`config.mk`:
```
export PLATFORM = sky130hd
export DESIGN_NAME = seq_detector_param_flat
export DESIGN_NICKNAME = d
export VERILOG_FILES = /design/src/rtl/seq_detector_param_if.sv /design/src/rtl/seq_detector_param.sv /design/src/flat_wrapper.sv
export SDC_FILE = /design/constraint.sdc
export NUM_CORES = 1
export LEC_CHECK = 0
export BUFFER_PORTS_ARGS = -buffer_cell sky130_fd_sc_hd__buf_2
export CORE_MARGIN = 1.5
export CORE_UTILIZATION = 35
export DETAILED_ROUTE_END_ITERATION = 7
export GPL_ROUTABILITY_DRIVEN = 0
export PLACE_DENSITY_LB_ADDON = 0.1
export SYNTH_ARGS = -nofsm -noshare
export SYNTH_HDL_FRONTEND = slang
export SYNTH_SLANG_ARGS = --single-unit
```
`constraint.sdc`:
```
create_clock -name clk -period 5.75 [get_ports clk]
set_input_delay 1.15 -clock clk [delete_from_list [all_inputs] [get_ports clk]]
set_output_delay 1.15 -clock clk [all_outputs]
set_load 0.01 [all_outputs]
```
`src/rtl/seq_detector_param_if.sv`:
```
// Serial-stream and status bundle for seq_detector_param.
// The master side drives the stream and controls; the slave side is the detector.
interface seq_detector_param_if #(
    parameter int unsigned MAX_LEN = 8,
    parameter int unsigned CNT_W   = 8
);
    localparam int unsigned LEN_W = $clog2(MAX_LEN) + 1;

    logic               x;
    logic               x_valid;
    logic               overlap;
    logic               pat_load;
    logic [MAX_LEN-1:0] pat_in;
    logic [LEN_W-1:0]   len_in;
    logic               cnt_clr;
    logic               y;
    logic               y_q;
    logic [CNT_W-1:0]   match_cnt;

    modport master (
        output x, x_valid, overlap, pat_load, pat_in, len_in, cnt_clr,
        input  y, y_q, match_cnt
    );

    modport slave (
        input  x, x_valid, overlap, pat_load, pat_in, len_in, cnt_clr,
        output y, y_q, match_cnt
    );
endinterface

```
`src/rtl/seq_detector_param.sv`:
```
// Runtime-programmable serial pattern detector (length 2..MAX_LEN) with overlap control,
// registered match copy and saturating match counter.
module seq_detector_param #(
    parameter int unsigned        MAX_LEN = 8,
    parameter int unsigned        CNT_W   = 8,
    parameter logic [MAX_LEN-1:0] RST_PAT = MAX_LEN'(8'b0000_1011),
    parameter int unsigned        RST_LEN = 4,
    localparam int unsigned       LEN_W   = $clog2(MAX_LEN) + 1
) (
    input  logic                 clk,
    input  logic                 reset,
    seq_detector_param_if.slave  bus
);

    logic [MAX_LEN-1:0] pat_q, pat_d;
    logic [LEN_W-1:0]   len_q, len_d;
    logic [MAX_LEN-1:0] hist_q, hist_d;
    logic [LEN_W-1:0]   fill_q, fill_d;
    logic               match_q;
    logic [CNT_W-1:0]   cnt_q, cnt_d;

    logic [MAX_LEN-1:0] cand;
    logic [MAX_LEN-1:0] mask;
    logic               len_ok;
    logic               y;

    always_comb begin
        cand = {hist_q[MAX_LEN-2:0], bus.x};
        mask = '0;
        // Only the low len_q bits of pattern and history take part in the compare.
        for (int i = 0; i < MAX_LEN; i++) begin
            mask[i] = (i < int'(len_q));
        end
        len_ok = (bus.len_in >= LEN_W'(2)) && (bus.len_in <= LEN_W'(MAX_LEN));
        y = ~reset & bus.x_valid & ~bus.pat_load &
            (fill_q >= (len_q - LEN_W'(1))) &
            ((cand & mask) == (pat_q & mask));
    end

    always_comb begin
        pat_d  = pat_q;
        len_d  = len_q;
        hist_d = hist_q;
        fill_d = fill_q;
        if (bus.pat_load) begin
            if (len_ok) begin
                pat_d = bus.pat_in;
                len_d = bus.len_in;
            end
            hist_d = '0;
            fill_d = '0;
        end else if (bus.x_valid) begin
            hist_d = cand;
            if (y && !bus.overlap) begin
                fill_d = '0;
            end else if (fill_q < len_q) begin
                fill_d = fill_q + LEN_W'(1);
            end
        end
    end

    always_comb begin
        cnt_d = cnt_q;
        if (bus.cnt_clr) begin
            cnt_d = '0;
        end else if (y && (cnt_q != '1)) begin
            cnt_d = cnt_q + CNT_W'(1);
        end
    end

    always_ff @(posedge clk or posedge reset) begin
        if (reset) begin
            pat_q   <= RST_PAT;
            len_q   <= LEN_W'(RST_LEN);
            hist_q  <= '0;
            fill_q  <= '0;
            match_q <= 1'b0;
            cnt_q   <= '0;
        end else begin
            pat_q   <= pat_d;
            len_q   <= len_d;
            hist_q  <= hist_d;
            fill_q  <= fill_d;
            match_q <= y;
            cnt_q   <= cnt_d;
        end
    end

    assign bus.y         = y;
    assign bus.y_q       = match_q;
    assign bus.match_cnt = cnt_q;

endmodule

```
`src/flat_wrapper.sv`:
```
// flat-port wrapper written by rule: the top's interface ports become plain ports
module seq_detector_param_flat 
#(
    parameter int unsigned        MAX_LEN = 8,
    parameter int unsigned        CNT_W   = 8,
    parameter logic [MAX_LEN-1:0] RST_PAT = MAX_LEN'(8'b0000_1011),
    parameter int unsigned        RST_LEN = 4,
    localparam int unsigned       LEN_W   = $clog2(MAX_LEN) + 1
)
  (clk, reset, bus_x, bus_x_valid, bus_overlap, bus_pat_load, bus_pat_in, bus_len_in, bus_cnt_clr, bus_y, bus_y_q, bus_match_cnt);
  seq_detector_param_if #(.MAX_LEN(MAX_LEN), .CNT_W(CNT_W)) bus_i ();
  input  logic clk;
  input  logic reset;
  input wire logic [$bits(bus_i.x)-1:0] bus_x;
  input wire logic [$bits(bus_i.x_valid)-1:0] bus_x_valid;
  input wire logic [$bits(bus_i.overlap)-1:0] bus_overlap;
  input wire logic [$bits(bus_i.pat_load)-1:0] bus_pat_load;
  input wire logic [$bits(bus_i.pat_in)-1:0] bus_pat_in;
  input wire logic [$bits(bus_i.len_in)-1:0] bus_len_in;
  input wire logic [$bits(bus_i.cnt_clr)-1:0] bus_cnt_clr;
  output wire logic [$bits(bus_i.y)-1:0] bus_y;
  output wire logic [$bits(bus_i.y_q)-1:0] bus_y_q;
  output wire logic [$bits(bus_i.match_cnt)-1:0] bus_match_cnt;
  assign bus_i.x = bus_x;
  assign bus_i.x_valid = bus_x_valid;
  assign bus_i.overlap = bus_overlap;
  assign bus_i.pat_load = bus_pat_load;
  assign bus_i.pat_in = bus_pat_in;
  assign bus_i.len_in = bus_len_in;
  assign bus_i.cnt_clr = bus_cnt_clr;
  assign bus_y = bus_i.y;
  assign bus_y_q = bus_i.y_q;
  assign bus_match_cnt = bus_i.match_cnt;
  seq_detector_param #(.MAX_LEN(MAX_LEN), .CNT_W(CNT_W), .RST_PAT(RST_PAT), .RST_LEN(RST_LEN)) u_core (.clk(clk), .reset(reset), .bus(bus_i));
endmodule
```
==> After elaboration in Yosys (flattened, before gate mapping) <==
Index checks and enable logic that the tools add are counted.
{ "totals": {"elab_cells": 48, "out_inout_bits": 10, "reg_bits": 32, "in_bits": 19} }
{ "classes": {"n_bitwise": 8, "reduce_logical": 9, "addsub": 3, "muxes": 8, "n_eq_ne": 2, "n_lt_le_gt_ge": 12} }
{ "op_table": {"columns": ["op", "count"], "rows": [
  ["AND 8 bit", 2],
  ["< comparator 3 x 4 -> 1 bit, first input constant", 4],
  ["two-way mux 4 bit", 4],
  ["two-way mux 8 bit", 2],
  ["two-way mux 7 bit", 2],
  ["adder 8 x 1 -> 8 bit, second input constant", 1],
  ["equality test 8 bit", 1],
  ["< comparator 1 x 4 -> 1 bit, first input constant", 2],
  ["< comparator 2 x 4 -> 1 bit, first input constant", 2],
  ["inequality test 8 bit, second input constant", 1],
  ["adder 4 x 1 -> 4 bit, second input constant", 1],
  ["AND 1 bit", 4],
  ["greater-or-equal comparator 4 x 2 -> 1 bit, second input constant", 1],
  ["greater-or-equal comparator 4 bit", 1],
  ["less-or-equal comparator 4 bit, second input constant", 1],
  ["< comparator 4 bit", 1],
  ["AND reduction 2 bit", 2],
  ["nonzero test 2 bit", 2],
  ["subtractor 4 x 1 -> 4 bit, second input constant", 1],
  ["logical AND 1 bit", 3],
  ["nonzero test 3 bit", 1],
  ["inverter 1 bit", 2],
  ["logical NOT 1 bit", 1]
]} }

==> Logic depth before layout (Yosys ltp) <==
Gate-level depths: netlist of the first run.
{ "logic_depth": {"word_depth": 9, "depth_mapped": 11, "ltp_nobuf": 10} }

==> Worst setup path before layout of the first run <==
Ideal clock, no wire load.
{ "synth_path": {"path_type": "input to output", "startpoint": "input reset", "endpoint": "output bus_y", "stages": 6, "path_slack_ps": 1462, "arrival_ps": 3138, "n_path_buf": 1, "required_time_ps": 4600, "path_cell_list": "inv_1 > o2111ai_1 > or4_4 > or3_4 > buf_6 > inv_2"} }
{ "synth_via": {"elab_chain_cells": 5} }
{ "synth_lines": {"columns": ["item", "line", "text"], "rows": [
  ["from (decl)", "flat_wrapper.sv:13", "input logic reset;"],
  ["inverter 1 bit", "seq_detector_param.sv:35", "y = ~reset & bus.x_valid & ~bus.pat_load &"],
  ["AND 1 bit (3 in a row)", "seq_detector_param.sv:35", null],
  ["AND 1 bit", "seq_detector_param.sv:36", "(fill_q >= (len_q - LEN_W'(1))) &"],
  ["to (decl)", "flat_wrapper.sv:21", "output wire logic [$bits(bus_i.y)-1:0] bus_y;"]
]} }
Every way passes these cells.

==> Worst setup path in the final report of the first run <==
Same ends and word-level chain as after synthesis.

==> impl_metrics.tcl, run 1 <==
set metrics [dict create \
    drt_iter0_markers 74 \
    min_period_ps 4150 \
    min_period_over_period 0.722 \
    synth-edff-count 0 \
    clock-sinks 32 \
    switching_share 0.278 \
    drive_above_1_share 0.274 \
    pin_count 29 \
    tns_ps 0 \
    vias 1465 \
    yosysMostFrequentCell "dfrtp_1" \
    clk_pin_slew_ps 60 \
    fp-row-count 26 \
    wire_per_inst_um 13.7 \
    relSlewSlack 0.612 \
    post-place-ws_ps 1560 \
    avgSynthCellArea_um2 10.5 \
    die_area_um2 5870 \
    pwr-share-seq 0.420 \
    synth-main-ff-cell "dfrtp_1" \
    p_per_area_nw_per_um2 302 \
    drc 0 \
    worstSetupStartpointType "primary input" \
    viasPerCell 5.20 \
    dp_hpwl_mm 2.92 \
    n_antenna_cell 0 \
    crit_required_ps 4600 \
    grt_overflow 0 \
    crit_end "bus_y" \
    finalNetCount 243 \
    skew_ps 5.97 \
    share_comb_of_total_power 0.230 \
    hold_path_class "reg -> reg" \
    area_delta_synth_final_pct 17.1 \
    worstPathArrival_ps 3000 \
    syn-num-nets 213 \
    hold_buffers 0 \
    r2r_cells 9 \
    layout_setup_ws_ps 1600 \
    ys_ff_latch 32 \
    start_util 0.367 \
    use_met3 0.0335 \
    antenna_found_initial 0 \
    synthTopCellsByCount "dfrtp_1 (28), nor2_1 (15), ha_1 (13)" \
    dieHeight_um 76.6 \
    syn_area_um2 1900 \
    cts_resized 0 \
    p_leak_nw 1.01 \
    internal-power_uw 485 \
    grt.busiest_layer "met2" \
    finalWirelength_mm 3.85 \
    max-cap-violations 0 \
    critical_path_class "in -> out" \
    grt_pass1_vias 1384 \
    synthArstFlopShare 1.00 \
    worst_ir_drop_vdd_mv 0.123 \
    grt_max_degree 34 \
    die_x_um 76.6 \
    grt.met2_usage 0.222 \
    cts_tree "done" \
    finalHoldViolCount 0 \
    rsz0062_at_grt "no" \
    clock_path_buffers 2 \
    clk_root_buffer_cell "clkbuf_8" \
    met1_usage 0.182 \
    fmax_mhz 241 \
    worstSkewPairLatency_ps 280 \
    h-tree-depth 2 \
    worstReg2RegStart "u_core.len_q[0]$_DFFE_PP0P_" \
    clkPwrFrac 0.350 \
    yosysSeqAreaShare 0.425 \
    yosys.area.top_type "dfrtp_1" \
    ys_warn_count 0 \
    rrSetupSlack_ps 2850 \
    slew_violations 0 \
    crit_path_end_kind "output port" \
    synthesis.instances 181 \
    worst_slew_pin_slew_ps 575 \
    io_buffers 28 \
    ant_nets 0 \
    finalSetupViolations 0 \
    core-area_um2 5170 \
    fillers 504 \
    firstDrtPassIters 4 \
    synthDistinctLibCells 49 \
    synth_area_leaders "dfrtp_1 (37%), ha_1 (8.6%), mux2_2 (6.5%), dfstp_2 (5.5%), xnor2_1 (4.2%)" \
    cp_max_fo 33 \
    synth_top_area_share 0.369 \
    cp-startpoint "reset" \
    power.switching_uw 187 \
    grt_pass1_wl_mm 6.49 \
    status "completed" \
    cts_buffers 5 \
    cts_setup_buffers 0 \
    grt.total_usage 0.139 \
    reg2reg_to "u_core.bus.match_cnt[5]$_DFFE_PP0P_" \
]
## flip-flops by register name (all words and copies together) (netlist names)
| signal | flops |
|---|---|
| u_core.bus.match_cnt | 8 |
| u_core.bus.y_q | 1 |
| u_core.fill_q | 4 |
| u_core.hist_q | 7 |
| u_core.len_q | 4 |
| u_core.pat_q | 8 |
## cell families after synthesis
group           count (synthesis)  share of synthesized area
flops                          32                      0.425
buf+inv                        18                     0.0435
simple gates                   53                      0.158
fa+ha+maj                      13                     0.0857
xor+xnor                       10                     0.0501
mux                            20                      0.114
compound gates                 35                      0.124
## cells in the final DEF (no fill, tap or decap), types with 7 or more instances in the layout
cell      Yosys  routed
nand3_1       7       7
dfrtp_1      28      28
inv_1         8       8
a21oi_1      11      11
xnor2_1       9       9
mux2i_1       7       7
nor2_1       15      15
clkbuf_8      0       7
mux2_2       11      11
ha_1         13      13
buf_2         0      28
## how the worst min path moves through the flow
stage | start | to | slack (ps) | cells after the start
6_report | u_core.pat_q[2]$_DFFE_PP0P_ | u_core.pat_q[2]$_DFFE_PP0P_ | 530 | 1
3_5_place_dp | u_core.pat_q[2]$_DFFE_PP0P_ | u_core.pat_q[2]$_DFFE_PP0P_ | 520 | 1
4_1_cts | u_core.pat_q[2]$_DFFE_PP0P_ | u_core.pat_q[2]$_DFFE_PP0P_ | 540 | 1
5_1_grt | u_core.pat_q[2]$_DFFE_PP0P_ | u_core.pat_q[2]$_DFFE_PP0P_ | 550 | 1
3_3_place_gp | u_core.pat_q[2]$_DFFE_PP0P_ | u_core.pat_q[2]$_DFFE_PP0P_ | 530 | 1
2_1_floorplan | u_core.pat_q[2]$_DFFE_PP0P_ | u_core.pat_q[2]$_DFFE_PP0P_ | 500 | 1
## power groups by stage
| stage | clock network (mW) | registers (mW) | logic, mW |
|---|---|---|---|
| after floorplan | 0 | 0.277 | 0.123 |
| after global placement | 0 | 0.286 | 0.149 |
| after detailed placement | 0 | 0.287 | 0.154 |
| after CTS | 0.241 | 0.282 | 0.155 |
| after global routing | 0.254 | 0.287 | 0.177 |
| final | 0.235 | 0.282 | 0.154 |
## metrics by stage
step	total power [mW]	util	std cells	area [µm²]	hold WS, ps
after global routing	0.718	0.430	282	2220	555
after CTS	0.679	0.430	282	2220	540
after floorplan	0.399	-	181	1900	501
after detailed placement	0.441	0.405	274	2100	525
final	0.672	0.430	282	2220	534
after global placement	0.435	0.405	274	2100	525
## worst max-delay path: stages
cell	delay [ps]
buf_2	90
inv_1	40
buf_4	370
o2111ai_1	170
or4_4	510
or3_4	410
inv_2	110
buf_2	130
## cell type report
class	instances	area [µm²]	area share
Timing Repair Buffer	29	148	0.0664
Clock inverter	1	30.0	0.0135
Clock buffer	7	96.3	0.0434
Inverter	12	45.0	0.0203
Multi-Input combinational cell	131	1010	0.454
Tap cell	70	87.6	0.0394
Sequential cell	32	806	0.363
## routing by layer
layer,vias to the layer above,wire length (µm)
met5,-,0
met4,0,47
met3,5,120
met2,27,1770
met1,714,1910
li1,719,-
Power figures use the tool's default switching activity.
==> inputs of run 2 (changes only) <==
clock period = 4 ns   (was 5.75 ns; I/O delays follow)
==> run 2 against run 1 <==
- sequential share of layout area rose by 0.54 points
- flip-flop and latch count did not move
- via count rose by 0.89%
- final cell count did not move
- critical path depth rose by 1
- total power rose by 32%
- critical endpoint unchanged
- hold slack improved by 5.2 ps
- cell area fell by 1.5%
- highest routed layer unchanged
- first-iteration DRC count rose by 62%
- register-to-register slack got worse by 1700 ps
- global-route usage rose by 0.51 points
- utilization fell by 0.63 points
==> impl_metrics.tcl, run 2 (same netlist as run 1, synthesis figures left out) <==
set metrics [dict create \
    io_buffers 28 \
    switching_share 0.307 \
    antenna_found_initial 0 \
    h-tree-depth 2 \
    slew_violations 0 \
    dieHeight_um 76.6 \
    cts_tree "done" \
    pwr-share-seq 0.455 \
    cts_setup_buffers 0 \
    grt_pass1_wl_mm 6.65 \
    rrSetupSlack_ps 1180 \
    pin_count 29 \
    grt_overflow 0 \
    share_comb_of_total_power 0.249 \
    r2r_cells 9 \
    cts_resized 0 \
    hold_buffers 0 \
    power.switching_uw 273 \
    max-cap-violations 0 \
    cp_max_fo 12 \
    min_from "u_core.pat_q[2]$_DFFE_PP0P_" \
    reg2reg_to "u_core.fill_q[0]$_DFFE_PP0P_" \
    fillers 513 \
    slowest_stage "or3_4" \
    drc 0 \
    holdWs_ps 539 \
    cp_cell_sequence "inv_1 -> ha_1 -> xnor2_1 -> ha_1 -> o21ai_0 -> a211o_1 -> or3_4 -> inv_2 -> buf_2" \
    clock_path_buffers 2 \
    grt_max_degree 33 \
    die_area_um2 5870 \
    firstDrtPassIters 4 \
    crit_required_ps 3200 \
    hold_path_depth 1 \
    die_x_um 76.6 \
    clkPwrFrac 0.297 \
    finalNetCount 243 \
    status "completed" \
    worstReg2RegStart "u_core.len_q[0]$_DFFE_PP0P_" \
    drt_iter0_markers 120 \
    core-area_um2 5170 \
    final_cell_mix "buf_2 (28), dfrtp_1 (28), nor2_1 (15), ha_1 (13)" \
    p_leak_nw 0.989 \
    worst_slew_pin_slew_ps 609 \
    finalWirelength_mm 3.91 \
    fmax_mhz 299 \
    critical_path_class "reg -> out" \
    clock-sinks 32 \
    slowest_delay_ps 460 \
    finalSetupViolations 0 \
    whs_endpoint "u_core.pat_q[2]$_DFFE_PP0P_" \
    grt_pass1_vias 1422 \
    fp-row-count 26 \
    worst_ir_drop_vdd_mv 0.183 \
    finalHoldViolCount 0 \
    crit_path_end_kind "output port" \
    internal-power_uw 616 \
    drive_above_1_share 0.269 \
    n_antenna_cell 0 \
    tns_ps 0 \
    worstPathArrival_ps 2540 \
    worstSkewPairLatency_ps 290 \
    skew_ps 7.73 \
    viasPerCell 5.24 \
    start_util 0.367 \
    grt.total_usage 0.144 \
    relSlewSlack 0.590 \
    path_buf_inv 3 \
    ant_nets 0 \
    clk_pin_slew_ps 70 \
    min_period_over_period 0.835 \
    clk_root_buffer_cell "clkbuf_8" \
    min_period_ps 3340 \
    cts_buffers 5 \
    crit_family "adder cells" \
    path_common_cell "ha_1" \
    hold_path_class "reg -> reg" \
    wire_per_inst_um 13.9 \
    rsz0062_at_grt "no" \
    area_delta_synth_final_pct 15.4 \
    worstSetupStartpointType "flip-flop" \
    dp_hpwl_mm 2.98 \
    p_per_area_nw_per_um2 406 \
    vias 1478 \
]
## run 2: cell types whose count changed in the layout (fill, tap and decap cells not counted), sizes merged
cell | previous run | this run
clkinvlp | 0 | 1
bufinv | 1 | 0
## run 2: worst max-delay path by stage
stage	endpoint	slack, ps	cells past startpoint	start
final	bus_y	660	9	u_core.len_q[0]$_DFFE_PP0P_
after detailed placement	bus_y	800	7	bus_pat_load
after CTS	bus_y	630	9	u_core.len_q[0]$_DFFE_PP0P_
after floorplan	bus_y	410	6	reset
after global placement	bus_y	830	7	bus_pat_load
after global routing	bus_y	480	9	u_core.len_q[0]$_DFFE_PP0P_
## run 2: final cells by class
type / instances / area [µm²] / share of cell area
clock buffers: 7 / 86.3 / 0.0394
clock inverters: 1 / 7.51 / 0.00343
inverters: 12 / 45.0 / 0.0206
multi-input cells: 131 / 1010 / 0.461
flip-flops and latches: 32 / 806 / 0.368
well taps: 70 / 87.6 / 0.0400
repair buffers: 29 / 148 / 0.0674
## run 2: worst register-to-register path, stage by stage, from the launching register on
cell     delay (ps)
dfrtp_1         430
inv_1            90
ha_1            240
xnor2_1         140
ha_1            270
o21ai_0          80
a211o_1         320
o41ai_2         610
o22ai_1         230
mux2_2          310
## run 2: metal layers
metal / vias up / global-route usage / wire length (µm)
li1: 715 / - / -
met1: 702 / 0.183 / 1690
met2: 59 / 0.229 / 1920
met3: 2 / 0.0503 / 279
met4: 0 / 0.0444 / 15
met5: - / 0 / 0
## run 2: per-stage QoR
| stage | setup WS [ps] | instances | instance area (µm²) | power [mW] | util |
|---|---|---|---|---|---|
| 2_1_floorplan | 412 | 181 | 1900 | 0.574 | - |
| 3_3_place_gp | 827 | 274 | 2100 | 0.628 | 0.405 |
| 3_5_place_dp | 803 | 274 | 2100 | 0.634 | 0.405 |
| 4_1_cts | 634 | 282 | 2190 | 0.906 | 0.423 |
| 5_1_grt | 484 | 282 | 2190 | 0.959 | 0.423 |
| 6_report | 658 | 282 | 2190 | 0.889 | 0.423 |
## run 2: power groups by stage
| stage | clock [mW] | sequential (mW) | combinational, mW |
|---|---|---|---|
| floorplan | 0 | 0.398 | 0.176 |
| global placement | 0 | 0.410 | 0.218 |
| detailed placement | 0 | 0.412 | 0.222 |
| CTS | 0.276 | 0.405 | 0.224 |
| global route | 0.296 | 0.411 | 0.252 |
| finish | 0.264 | 0.404 | 0.221 |
==> inputs of run 3 (changes only) <==
ABC_AREA = 1   (was unset)
clock period = 3.2 ns   (was 4 ns; I/O delays follow)
==> run 3 against run 2 <==
- critical path type unchanged
- flip-flop and latch count unchanged
- hold slack got worse by 91 ps
- setup slack got worse by 260 ps
- sequential share of layout area decreased by 0.90 points
- synthesized cell count increased by 40%
- area after synthesis increased by 1.5%
==> impl_metrics.tcl, run 3 <==
set metrics [dict create \
    fillers 586 \
    die_x_um 77.2 \
    cts_buffers 5 \
    fp-row-count 26 \
    hold_buffers 0 \
    holdWs_ps 448 \
    viasPerCell 4.52 \
    vias 1615 \
    fmax_mhz 357 \
    relSlewSlack 0.555 \
    switching_share 0.339 \
    start_util 0.370 \
    yosys.area.top_type "dfrtp_1" \
    worst_ir_drop_vdd_mv 0.245 \
    crit_path_end_kind "output port" \
    yosysSeqAreaShare 0.418 \
    grt_pass1_wl_mm 7.02 \
    area_delta_synth_final_pct 16.6 \
    synthDistinctLibCells 25 \
    io_buffers 28 \
    ys_ff_latch 32 \
    clock-sinks 32 \
    use_met3 0.0345 \
    clock_path_buffers 2 \
    synthTopCellsByCount "nand2_1 (85), inv_1 (36), dfrtp_1 (28)" \
    dieHeight_um 77.2 \
    design_area_um2 2240 \
    drc 0 \
    grt_overflow 0 \
    core-area_um2 5200 \
    worstSetupStartpointType "flip-flop" \
    p_per_area_nw_per_um2 520 \
    drt_iter0_markers 44 \
    finalSetupViolations 0 \
    pin_count 29 \
    skew_ps 7.92 \
    synth_top_area_share 0.364 \
    synthesis.instances 254 \
    grt_pass1_vias 1484 \
    clk_pin_slew_ps 70 \
    worstSkewPairLatency_ps 290 \
    power.switching_uw 395 \
    clk_root_buffer_cell "clkbuf_8" \
    share_comb_of_total_power 0.278 \
    finalHoldViolCount 0 \
    avgSynthCellArea_um2 7.58 \
    met1_usage 0.217 \
    p_leak_nw 1.23 \
    syn_area_um2 1930 \
    grt.busiest_layer "met1" \
    grt_max_degree 33 \
    internal-power_uw 771 \
    n_antenna_cell 0 \
    critical_path_class "reg -> out" \
    antenna_found_initial 0 \
    min_period_ps 2800 \
    rsz0062_at_grt "no" \
    slew_violations 0 \
    finalWirelength_mm 4.18 \
    pwr-share-seq 0.426 \
    synth_area_leaders "dfrtp_1 (36%), nand2_1 (17%), ha_1 (8.4%), inv_1 (7.0%), dfstp_2 (5.5%)" \
    ys_warn_count 0 \
    synth-main-ff-cell "dfrtp_1" \
    cts_setup_buffers 0 \
    grt.met2_usage 0.215 \
    final_cell_mix "nand2_1 (85), inv_1 (36), buf_2 (28), dfrtp_1 (28), nand3_1 (19)" \
    synth-edff-count 0 \
    worst_slew_pin_slew_ps 666 \
    firstDrtPassIters 4 \
    status "completed" \
    layout_commonest_cell "nand2_1" \
    tns_ps 0 \
    min_period_over_period 0.876 \
    max-cap-violations 0 \
    worstPathArrival_ps 2160 \
    cts_resized 0 \
    drive_above_1_share 0.171 \
    crit_required_ps 2560 \
    dp_hpwl_mm 2.98 \
    synthArstFlopShare 1.00 \
    ant_nets 0 \
    finalNetCount 319 \
    grt.total_usage 0.150 \
    cp_max_fo 5 \
    clkPwrFrac 0.296 \
    wire_per_inst_um 11.7 \
    syn-num-nets 286 \
    hold_path_class "in -> async" \
    yosysMostFrequentCell "nand2_1" \
    power.total_mw 1.17 \
    die_area_um2 5960 \
    h-tree-depth 2 \
    cts_tree "done" \
    dpl-instance-area_um2 2150 \
]
[run 3: critical path, cell delays in order, from the launching register on]
cell and delay, ps:
dfstp_2 570, inv_1 100, nand3_1 90, xor2_1 150, inv_1 60, ha_1 300, nand2_1 60, inv_1 50
nand2_1 40, nand3_1 60, nand2_1 100, nor2_4 160, buf_2 150
[run 3: logic make-up (layout without fill, tap and decap cells)]
kind of cell / Yosys count / in the layout / synth area share
flip-flops: 32 / 32 / 0.418
AND/OR/NAND/NOR: 133 / 133 / 0.296
adder cells (fa/ha/maj): 13 / 13 / 0.0845
buffers and inverters: 41 / 74 / 0.0832
AO/OA/AOI/OAI: 26 / 26 / 0.0767
XOR/XNOR: 9 / 9 / 0.0409
[run 3: metrics by stage]
step                      setup slack (ps)  utilization  instances
after CTS                              387        0.431        357
final                                  398        0.431        357
after floorplan                        935            -        254
after global placement                 743        0.413        350
after detailed placement               707        0.413        350
after global routing                   247        0.431        357
[run 3: power by group through the flow]
stage	clock [mW]	sequential (mW)	combinational (mW)
2_1_floorplan	0	0.492	0.251
3_3_place_gp	0	0.504	0.325
3_5_place_dp	0	0.505	0.325
4_1_cts	0.358	0.497	0.328
5_1_grt	0.373	0.503	0.385
6_report	0.345	0.497	0.324
[run 3: per-layer routing]
layer,wire length [µm],vias to the layer above
li1,-,867
met1,2220,716
met2,1720,24
met3,163,8
met4,76,0
met5,0,-
[run 3: worst paths after layout]
kind,from,slack [ps],cells after the start,to
min in group clk,u_core.pat_q[1]$_DFFE_PP1P_,510,2,u_core.pat_q[1]$_DFFE_PP1P_
min reg2reg,u_core.pat_q[1]$_DFFE_PP1P_,510,2,u_core.pat_q[1]$_DFFE_PP1P_
min,reset,450,3,u_core.len_q[0]$_DFFE_PP0P_
max in group asynchronous,reset,2410,3,u_core.pat_q[3]$_DFFE_PP1P_
max,u_core.len_q[2]$_DFFE_PP1P_,400,12,bus_y
max reg2reg,u_core.len_q[2]$_DFFE_PP1P_,920,15,u_core.fill_q[2]$_DFFE_PP0P_
[run 3: layout make-up]
class	count	area [µm²]	share of cell area
sequential	32	806	0.359
clock buffer	7	96.3	0.0429
inverter	38	148	0.0658
multi-input combinational	181	960	0.428
tap	70	87.6	0.0390
timing repair buffer	29	148	0.0658
